`src/rtl/ir_pkg.sv`:
```
// Shared definitions for the NEC IR receive path: decoder state encoding,
// pulse-width windows in microseconds and the button codes the mode FSM uses.
package ir_pkg;

  typedef enum logic [2:0] {
    IDLE,
    LEAD_LOW,
    LEAD_HIGH,
    BIT_LOW,
    BIT_HIGH,
    STOP_LOW
  } ir_state_e;

  // clk_50 cycles per microsecond tick
  localparam int US_DIV = 50;

  // Width counters
  localparam int CNT_W  = 14;
  localparam int HOLD_W = 17;

  // Phase-width windows, microseconds, inclusive
  localparam int LEAD_LOW_MIN  = 8000;
  localparam int LEAD_LOW_MAX  = 10000;
  localparam int LEAD_HIGH_MIN = 4000;
  localparam int LEAD_HIGH_MAX = 5000;
  localparam int RPT_HIGH_MIN  = 2000;
  localparam int RPT_HIGH_MAX  = 2500;
  localparam int BIT_MIN       = 400;
  localparam int BIT_MAX       = 700;
  localparam int ONE_MIN       = 1400;
  localparam int ONE_MAX       = 1900;

  // Abort threshold for any phase while a frame is in progress
  localparam int TIMEOUT_US = 10000;
  // Time without a fresh code or repeat before the held button is dropped
  localparam int HOLD_US    = 120000;

  // Button codes shared with the mode FSM
  localparam logic [7:0] BTN_CAM  = 8'h0F;
  localparam logic [7:0] BTN_IR   = 8'h13;
  localparam logic [7:0] BTN_IDLE = 8'h10;

  // True when a measured width lies inside [lo, hi]
  function automatic logic in_win(input logic [CNT_W-1:0] w, input int lo, input int hi);
    return (int'(w) >= lo) && (int'(w) <= hi);
  endfunction

endpackage

```
`src/rtl/ir_tick_gen.sv`:
```
// Microsecond prescaler: one-cycle us_tick every DIV clk_50 cycles.
module ir_tick_gen
  import ir_pkg::*;
#(
  parameter int DIV = US_DIV
) (
  input  logic clk_50,
  input  logic reset_n,
  output logic us_tick
);

  localparam int            CW   = (DIV > 1) ? $clog2(DIV) : 1;
  localparam logic [CW-1:0] LAST = CW'(DIV - 1);

  logic [CW-1:0] div_cnt;

  // Free-running divider; the tick is registered so it is glitch-free
  always_ff @(posedge clk_50) begin
    if (!reset_n) begin
      div_cnt <= '0;
      us_tick <= 1'b0;
    end else begin
      us_tick <= (div_cnt == LAST);
      if (div_cnt == LAST) div_cnt <= '0;
      else                 div_cnt <= div_cnt + CW'(1);
    end
  end

endmodule

```
`src/rtl/ir_nec_decoder.sv`:
```
// NEC IR frame decoder. Measures each low/high phase of the synchronized
// receiver signal in microseconds and walks the leader / 32 data bits / stop
// sequence. Result pulses (code_valid, repeat_pulse, frame_error) are
// single-cycle and mutually exclusive; IR_button holds the last good command
// until a 120 ms quiet period clears it.
module ir_nec_decoder
  import ir_pkg::*;
#(
  parameter int TICK_DIV = US_DIV
) (
  input  logic       clk_50,
  input  logic       reset_n,
  input  logic       ir_rx,
  output logic [7:0] IR_button,
  output logic       code_valid,
  output logic       repeat_pulse,
  output logic       frame_error
);

  localparam logic [CNT_W-1:0]  TIMEOUT_CNT = CNT_W'(TIMEOUT_US);
  localparam logic [HOLD_W-1:0] HOLD_END    = HOLD_W'(HOLD_US);

  logic              us_tick;
  logic              rx_s1, rx_s2, rx_s3;
  logic              rise, fall, edge_det;
  logic [CNT_W-1:0]  width_cnt;
  logic [HOLD_W-1:0] hold_cnt;
  logic              hold_done;
  ir_state_e         state;
  logic [4:0]        bit_cnt;
  logic [31:0]       shift;
  logic              rpt;
  logic              zero_ok, one_ok;

  ir_tick_gen #(.DIV(TICK_DIV)) u_tick (
    .clk_50  (clk_50),
    .reset_n (reset_n),
    .us_tick (us_tick)
  );

  // Two-flop synchronizer plus a delay flop for edge detection; idle level is 1
  always_ff @(posedge clk_50) begin
    if (!reset_n) begin
      rx_s1 <= 1'b1;
      rx_s2 <= 1'b1;
      rx_s3 <= 1'b1;
    end else begin
      rx_s1 <= ir_rx;
      rx_s2 <= rx_s1;
      rx_s3 <= rx_s2;
    end
  end

  assign rise     = rx_s2 & ~rx_s3;
  assign fall     = ~rx_s2 & rx_s3;
  assign edge_det = rise | fall;
  assign zero_ok  = in_win(width_cnt, BIT_MIN, BIT_MAX);
  assign one_ok   = in_win(width_cnt, ONE_MIN, ONE_MAX);

  // Phase width in microseconds; restarts on every edge, saturates at all-ones
  always_ff @(posedge clk_50) begin
    if (!reset_n)                     width_cnt <= '0;
    else if (edge_det)                width_cnt <= '0;
    else if (us_tick && width_cnt != '1) width_cnt <= width_cnt + CNT_W'(1);
  end

  // Button hold timer; restarted by every accepted code or repeat
  always_ff @(posedge clk_50) begin
    if (!reset_n)                          hold_cnt <= '0;
    else if (code_valid || repeat_pulse)   hold_cnt <= '0;
    else if (us_tick && hold_cnt != HOLD_END) hold_cnt <= hold_cnt + HOLD_W'(1);
  end

  assign hold_done = (hold_cnt == HOLD_END);

  // Frame FSM with registered result pulses and held button
  always_ff @(posedge clk_50) begin
    if (!reset_n) begin
      state        <= IDLE;
      bit_cnt      <= '0;
      shift        <= '0;
      rpt          <= 1'b0;
      IR_button    <= 8'h00;
      code_valid   <= 1'b0;
      repeat_pulse <= 1'b0;
      frame_error  <= 1'b0;
    end else begin
      code_valid   <= 1'b0;
      repeat_pulse <= 1'b0;
      frame_error  <= 1'b0;
      // The cycle after a fresh code the timer still reads its old value
      if (hold_done && !code_valid) IR_button <= 8'h00;

      if (state != IDLE && !edge_det && width_cnt >= TIMEOUT_CNT) begin
        state       <= IDLE;
        bit_cnt     <= '0;
        shift       <= '0;
        frame_error <= 1'b1;
      end else if (edge_det) begin
        case (state)
          IDLE: begin
            if (fall) begin
              state <= LEAD_LOW;
              rpt   <= 1'b0;
            end
          end
          LEAD_LOW: begin
            if (rise && in_win(width_cnt, LEAD_LOW_MIN, LEAD_LOW_MAX)) begin
              state <= LEAD_HIGH;
            end else begin
              state       <= IDLE;
              frame_error <= 1'b1;
            end
          end
          LEAD_HIGH: begin
            if (fall && in_win(width_cnt, LEAD_HIGH_MIN, LEAD_HIGH_MAX)) begin
              state   <= BIT_LOW;
              bit_cnt <= '0;
              shift   <= '0;
            end else if (fall && in_win(width_cnt, RPT_HIGH_MIN, RPT_HIGH_MAX)) begin
              state <= STOP_LOW;
              rpt   <= 1'b1;
            end else begin
              state       <= IDLE;
              frame_error <= 1'b1;
            end
          end
          BIT_LOW: begin
            if (rise && zero_ok) begin
              state <= BIT_HIGH;
            end else begin
              state       <= IDLE;
              bit_cnt     <= '0;
              shift       <= '0;
              frame_error <= 1'b1;
            end
          end
          BIT_HIGH: begin
            if (fall && (zero_ok || one_ok)) begin
              // LSB first: new bit enters at the top and ripples down
              shift <= {one_ok, shift[31:1]};
              if (bit_cnt == 5'd31) begin
                state <= STOP_LOW;
              end else begin
                bit_cnt <= bit_cnt + 5'd1;
                state   <= BIT_LOW;
              end
            end else begin
              state       <= IDLE;
              bit_cnt     <= '0;
              shift       <= '0;
              frame_error <= 1'b1;
            end
          end
          STOP_LOW: begin
            state <= IDLE;
            if (rise && zero_ok) begin
              if (rpt) begin
                repeat_pulse <= (IR_button != 8'h00) && !hold_done;
              end else if (shift[23:16] == ~shift[31:24]) begin
                IR_button  <= shift[23:16];
                code_valid <= 1'b1;
              end else begin
                frame_error <= 1'b1;
              end
            end else begin
              frame_error <= 1'b1;
            end
            bit_cnt <= '0;
          end
          default: state <= IDLE;
        endcase
      end
    end
  end

endmodule

```
`config.mk`:
```
export PLATFORM = sky130hd
export DESIGN_NAME = ir_nec_decoder
export DESIGN_NICKNAME = d
export VERILOG_FILES = /design/src/rtl/ir_pkg.sv /design/src/rtl/ir_tick_gen.sv /design/src/rtl/ir_nec_decoder.sv
export SDC_FILE = /design/constraint.sdc
export NUM_CORES = 1
export LEC_CHECK = 0
export BUFFER_PORTS_ARGS = -buffer_cell sky130_fd_sc_hd__buf_4
export CAP_MARGIN = 0
export CORE_MARGIN = 2
export CORE_UTILIZATION = 45
export CTS_CLUSTER_SIZE = 8
export DETAILED_ROUTE_END_ITERATION = 10
export PLACE_DENSITY = 0.6
export RECOVER_POWER = 25
export SYNTH_ARGS = -nofsm -noshare
export SYNTH_HDL_FRONTEND = slang
export SYNTH_HIERARCHICAL = 1
export SYNTH_SLANG_ARGS = --single-unit
```
`constraint.sdc`:
```
create_clock -name clk_50 -period 3.8 [get_ports clk_50]
set_input_delay 0.38 -clock clk_50 [delete_from_list [all_inputs] [get_ports clk_50]]
set_output_delay 0.38 -clock clk_50 [all_outputs]
set_load 0.02 [all_outputs]
```
==> PnR_summary.wiki <==
{| class="wikitable"
! Metric !! Value
|-
| Run status || finished, final reports clean
|-
| Die Ht || 99.1 um
|-
| Antenna violation net count after detailed routing || 0
|-
| First-pass GRT wire length || 14.9 mm
|-
| Die boundary width || 99.1 um
|-
| Max Fclk || 374 MHz
|-
| VDD IR max || 175 uV
|-
| Cell taking the most area after synthesis || dfxtp_1
|-
| Critical setup path kind || reg -> reg
|-
| Wirelength, routed || 8.56 mm
|-
| Final instance area || 4260 sq um
|-
| # rows || 34
|-
| Initial core utilization || 46.4%
|-
| Post-route DRC || 0
|-
| Final max-slew violation count || 0
|-
| Part of the Yosys area used for sequential elements || 37.9%
|-
| Syn Area/Cell || 8.74 sq um
|-
| Final Hold Violating Endpoints || 0
|-
| CTS clk-pin slew, worst paths || 0.07 ns
|-
| Top FF cell, synth || dfxtp_1
|-
| EDFF count, synth || 0
|-
| Summed instance area of the synthesized netlist || 4070 sq um
|-
| Power per Cell Area || 346 nW/um^2
|-
| Half-perimeter wire length after placement || 6.13 mm
|-
| Pin count of the biggest net entering global routing || 19
|-
| Fillers || 854
|-
| CTS tree || built
|-
| Arrival time of the worst setup path || 2.95 ns
|-
| Req. time, crit path || 4.08 ns
|-
| Fraction of post-synthesis cell area in the top cell type by area || 37.9%
|-
| Leakage || 0.00150 uW
|-
| Area of the core || 8760 sq um
|-
| Synth area leaders || dfxtp_1, xor2_1, nor2_1
|-
| Skew-Pair Late Insertion Delay || 0.35 ns
|-
| Max cap viols || 0
|-
| CTS H-tree depth || 3
|-
| Hold WC Path Type || in -> reg
|-
| Hold bufs inserted after CTS || 0
|-
| Setup_tns || 0 ns
|-
| Count of TritonRoute iterations in the first routing pass || 5
|-
| Count of mapped cells out of synthesis || 465
|-
| Total global-route track usage || 18.4%
|-
| Relative max-transition margin || 36.9%
|-
| Post-route clock period utilization || 70.4%
|-
| End of the critical path || bit_cnt[0]
|-
| Synthesis-stage register bit count || 77
|-
| Reg2reg start || width_cnt[7]
|-
| Actual transition at the worst max-transition pin || 0.943 ns
|-
| Number of design-rule violations left by the first detailed-router iteration || 264
|-
| Worst R2R Setup Slack || 1.13 ns
|-
| End of the worst register-to-register path || bit_cnt[0]
|-
| Number of vias in the routed layout || 3365
|-
| Worst setup EP type || flop
|-
| CTS resizes || 0
|-
| Register-to-Register Path Depth || 7
|-
| Nets || 477
|-
| Io pins || 14
|-
| Initial antenna violation count || 0
|-
| Largest fanout on the critical path || 14
|-
| Unrepaired setup endpoints after global routing || false
|-
| Layout area overhead || 4.68%
|-
| Share of final-layout standard cells stronger than drive strength 1 || 6.61%
|-
| Startpoint Class || flop
|-
| Mapped Nets || 478
|-
| Routed len/inst || 14.8 um
|-
| Count of final setup violators || 0
|-
| Last weighted congestion value of the routability-driven placer || 0.971
|-
| Global route overflow || 0
|-
| Count of buffers inserted at the top-level ports || 13
|-
| Time the worst path needs with I/O delays and setup || 2.67 ns
|-
| Vias in the first global route || 3116
|-
| Die area || 9810 sq um
|-
| Largest buffer count on any clock path || 2
|-
| Setup bufs post-CTS || 0
|-
| Startpoint of the worst hold path || ir_rx
|-
| Area after detailed placement || 4110 sq um
|-
| Yosys warns || 6
|-
| Unique cell type count in the Yosys netlist || 64
|-
| Post-detailed-route via-to-cell ratio || 5.83
|-
| Number of sinks driven by the clock tree || 77
|-
| Total clock buffers created by CTS || 9
|-
| Final clock skew || 0.0105 ns
|-
| Synth async-reset ratio || 0%
|-
| Final antenna diode count || 0
|-
| Master cell of the clock root buffer || clkbuf_8
|-
| Critical path launch point || width_cnt[7]
|}
[cells by family after synthesis]
group,Yosys count,share of synthesized area (%)
simple gates,207,28.4
buf+inv,43,6.49
mux,3,0.738
xor+xnor,37,7.97
flops,77,37.9
compound gates,88,15.4
fa+ha+maj,10,3.08
[worst min-delay path by stage]
stage / to / slack, ns / cells after the start
floorplan: rx_s2 / 0.39 / 1
global placement: rx_s3 / 0.44 / 2
detailed placement: rx_s2 / 0.45 / 1
CTS: rx_s1 / 0.20 / 2
global route: rx_s1 / 0.21 / 2
finish: rx_s1 / 0.22 / 2
[critical path, stage by stage (launching register included)]
cell,delay [ns]
dfxtp_1,0.61
and4_1,0.38
inv_1,0.12
nor4b_4,0.32
nor3_1,0.14
or3_4,0.40
or4b_1,0.48
a21oi_1,0.16
[synthesized netlist by cell type, types with 2 or more instances]
master     count
a221oi_1       3
dfxtp_1       77
nand4bb_1      2
buf_2          5
nor2_1        54
nor3_1        14
a22oi_1        3
or4b_1         3
mux2i_1        3
clkbuf_8       7
nand4b_1       8
or3_1          6
o211ai_1       2
clkbuf_1       9
inv_1         17
nand2b_1       7
xor2_1        29
nand4_1       14
a21oi_1       22
or3_4          2
nor2b_1        4
xnor2_1        8
and3_1         4
nor4b_1        3
o21ai_0       17
or4_1          7
nor4_1         8
nand2_1       31
nand3_1       25
a22o_1        15
o41ai_1        2
buf_6          3
or3b_1         2
o21a_1         2
ha_1          10
a31oi_1        3
nand3b_1       4
o22ai_1        4
[registers in the layout (all words and copies together) (netlist names), 3 cells and up]
name / flops
width_cnt: 14
bit_cnt: 5
hold_cnt: 17
shift: 16
state: 3
IR_button: 8
u_tick/div_cnt: 6
[power breakdown]
part / switching (uW) / total, uW / internal (uW) / leakage (uW)
Clock: 312 / 620 / 308 / 0.0000931
Sequential: 4.27 / 814 / 810 / 0.000621
Combinational: 25.9 / 37.2 / 11.3 / 0.000783
Total: 342 / 1470 / 1130 / 0.00150
[cells in the final DEF (no fill, tap or decap), drive strengths merged, types with 14 or more instances in the layout]
cell and instances:
nor2 54, nand4 14, xor2 29, inv 18, nor3 14, nand2 32, a21oi 23, o21ai 18
a22o 15, dfxtp 77, nand3 26, clkbuf 22
[metal layers]
layer / track usage [%] / wire (um) / vias to the layer above
met1: 25.0 / 4100 / 1575
met2: 27.8 / 3820 / 89
met5: 0 / 0 / -
met3: 5.25 / 470 / 15
met4: 6.53 / 159 / 0
li1: - / - / 1686
[through the flow]
| stage | hold slack, ns | total power [uW] | std cells | utilization (%) | setup WS (ns) |
|---|---|---|---|---|---|
| final | 0.216 | 1470 | 577 | 48.6 | 1.13 |
| after global routing | 0.205 | 1540 | 577 | 48.6 | 0.788 |
| after CTS | 0.198 | 1500 | 577 | 49.1 | 1.12 |
| after detailed placement | 0.447 | 872 | 561 | 46.9 | 1.15 |
| after global placement | 0.435 | 871 | 561 | 46.9 | 1.13 |
| after floorplan | 0.386 | 862 | 465 | - | 1.59 |
[area by class of cell]
class | instances | area (sq um) | area share [%]
inverters | 17 | 63.8 | 1.50
flip-flops and latches | 77 | 1540 | 36.2
well taps | 108 | 135 | 3.17
clock inverters | 6 | 71.3 | 1.68
clock buffers | 10 | 128 | 3.00
multi-input cells | 345 | 2260 | 53.0
repair buffers | 14 | 60.1 | 1.41
No activity file was read; power rests on OpenSTA's default activity.
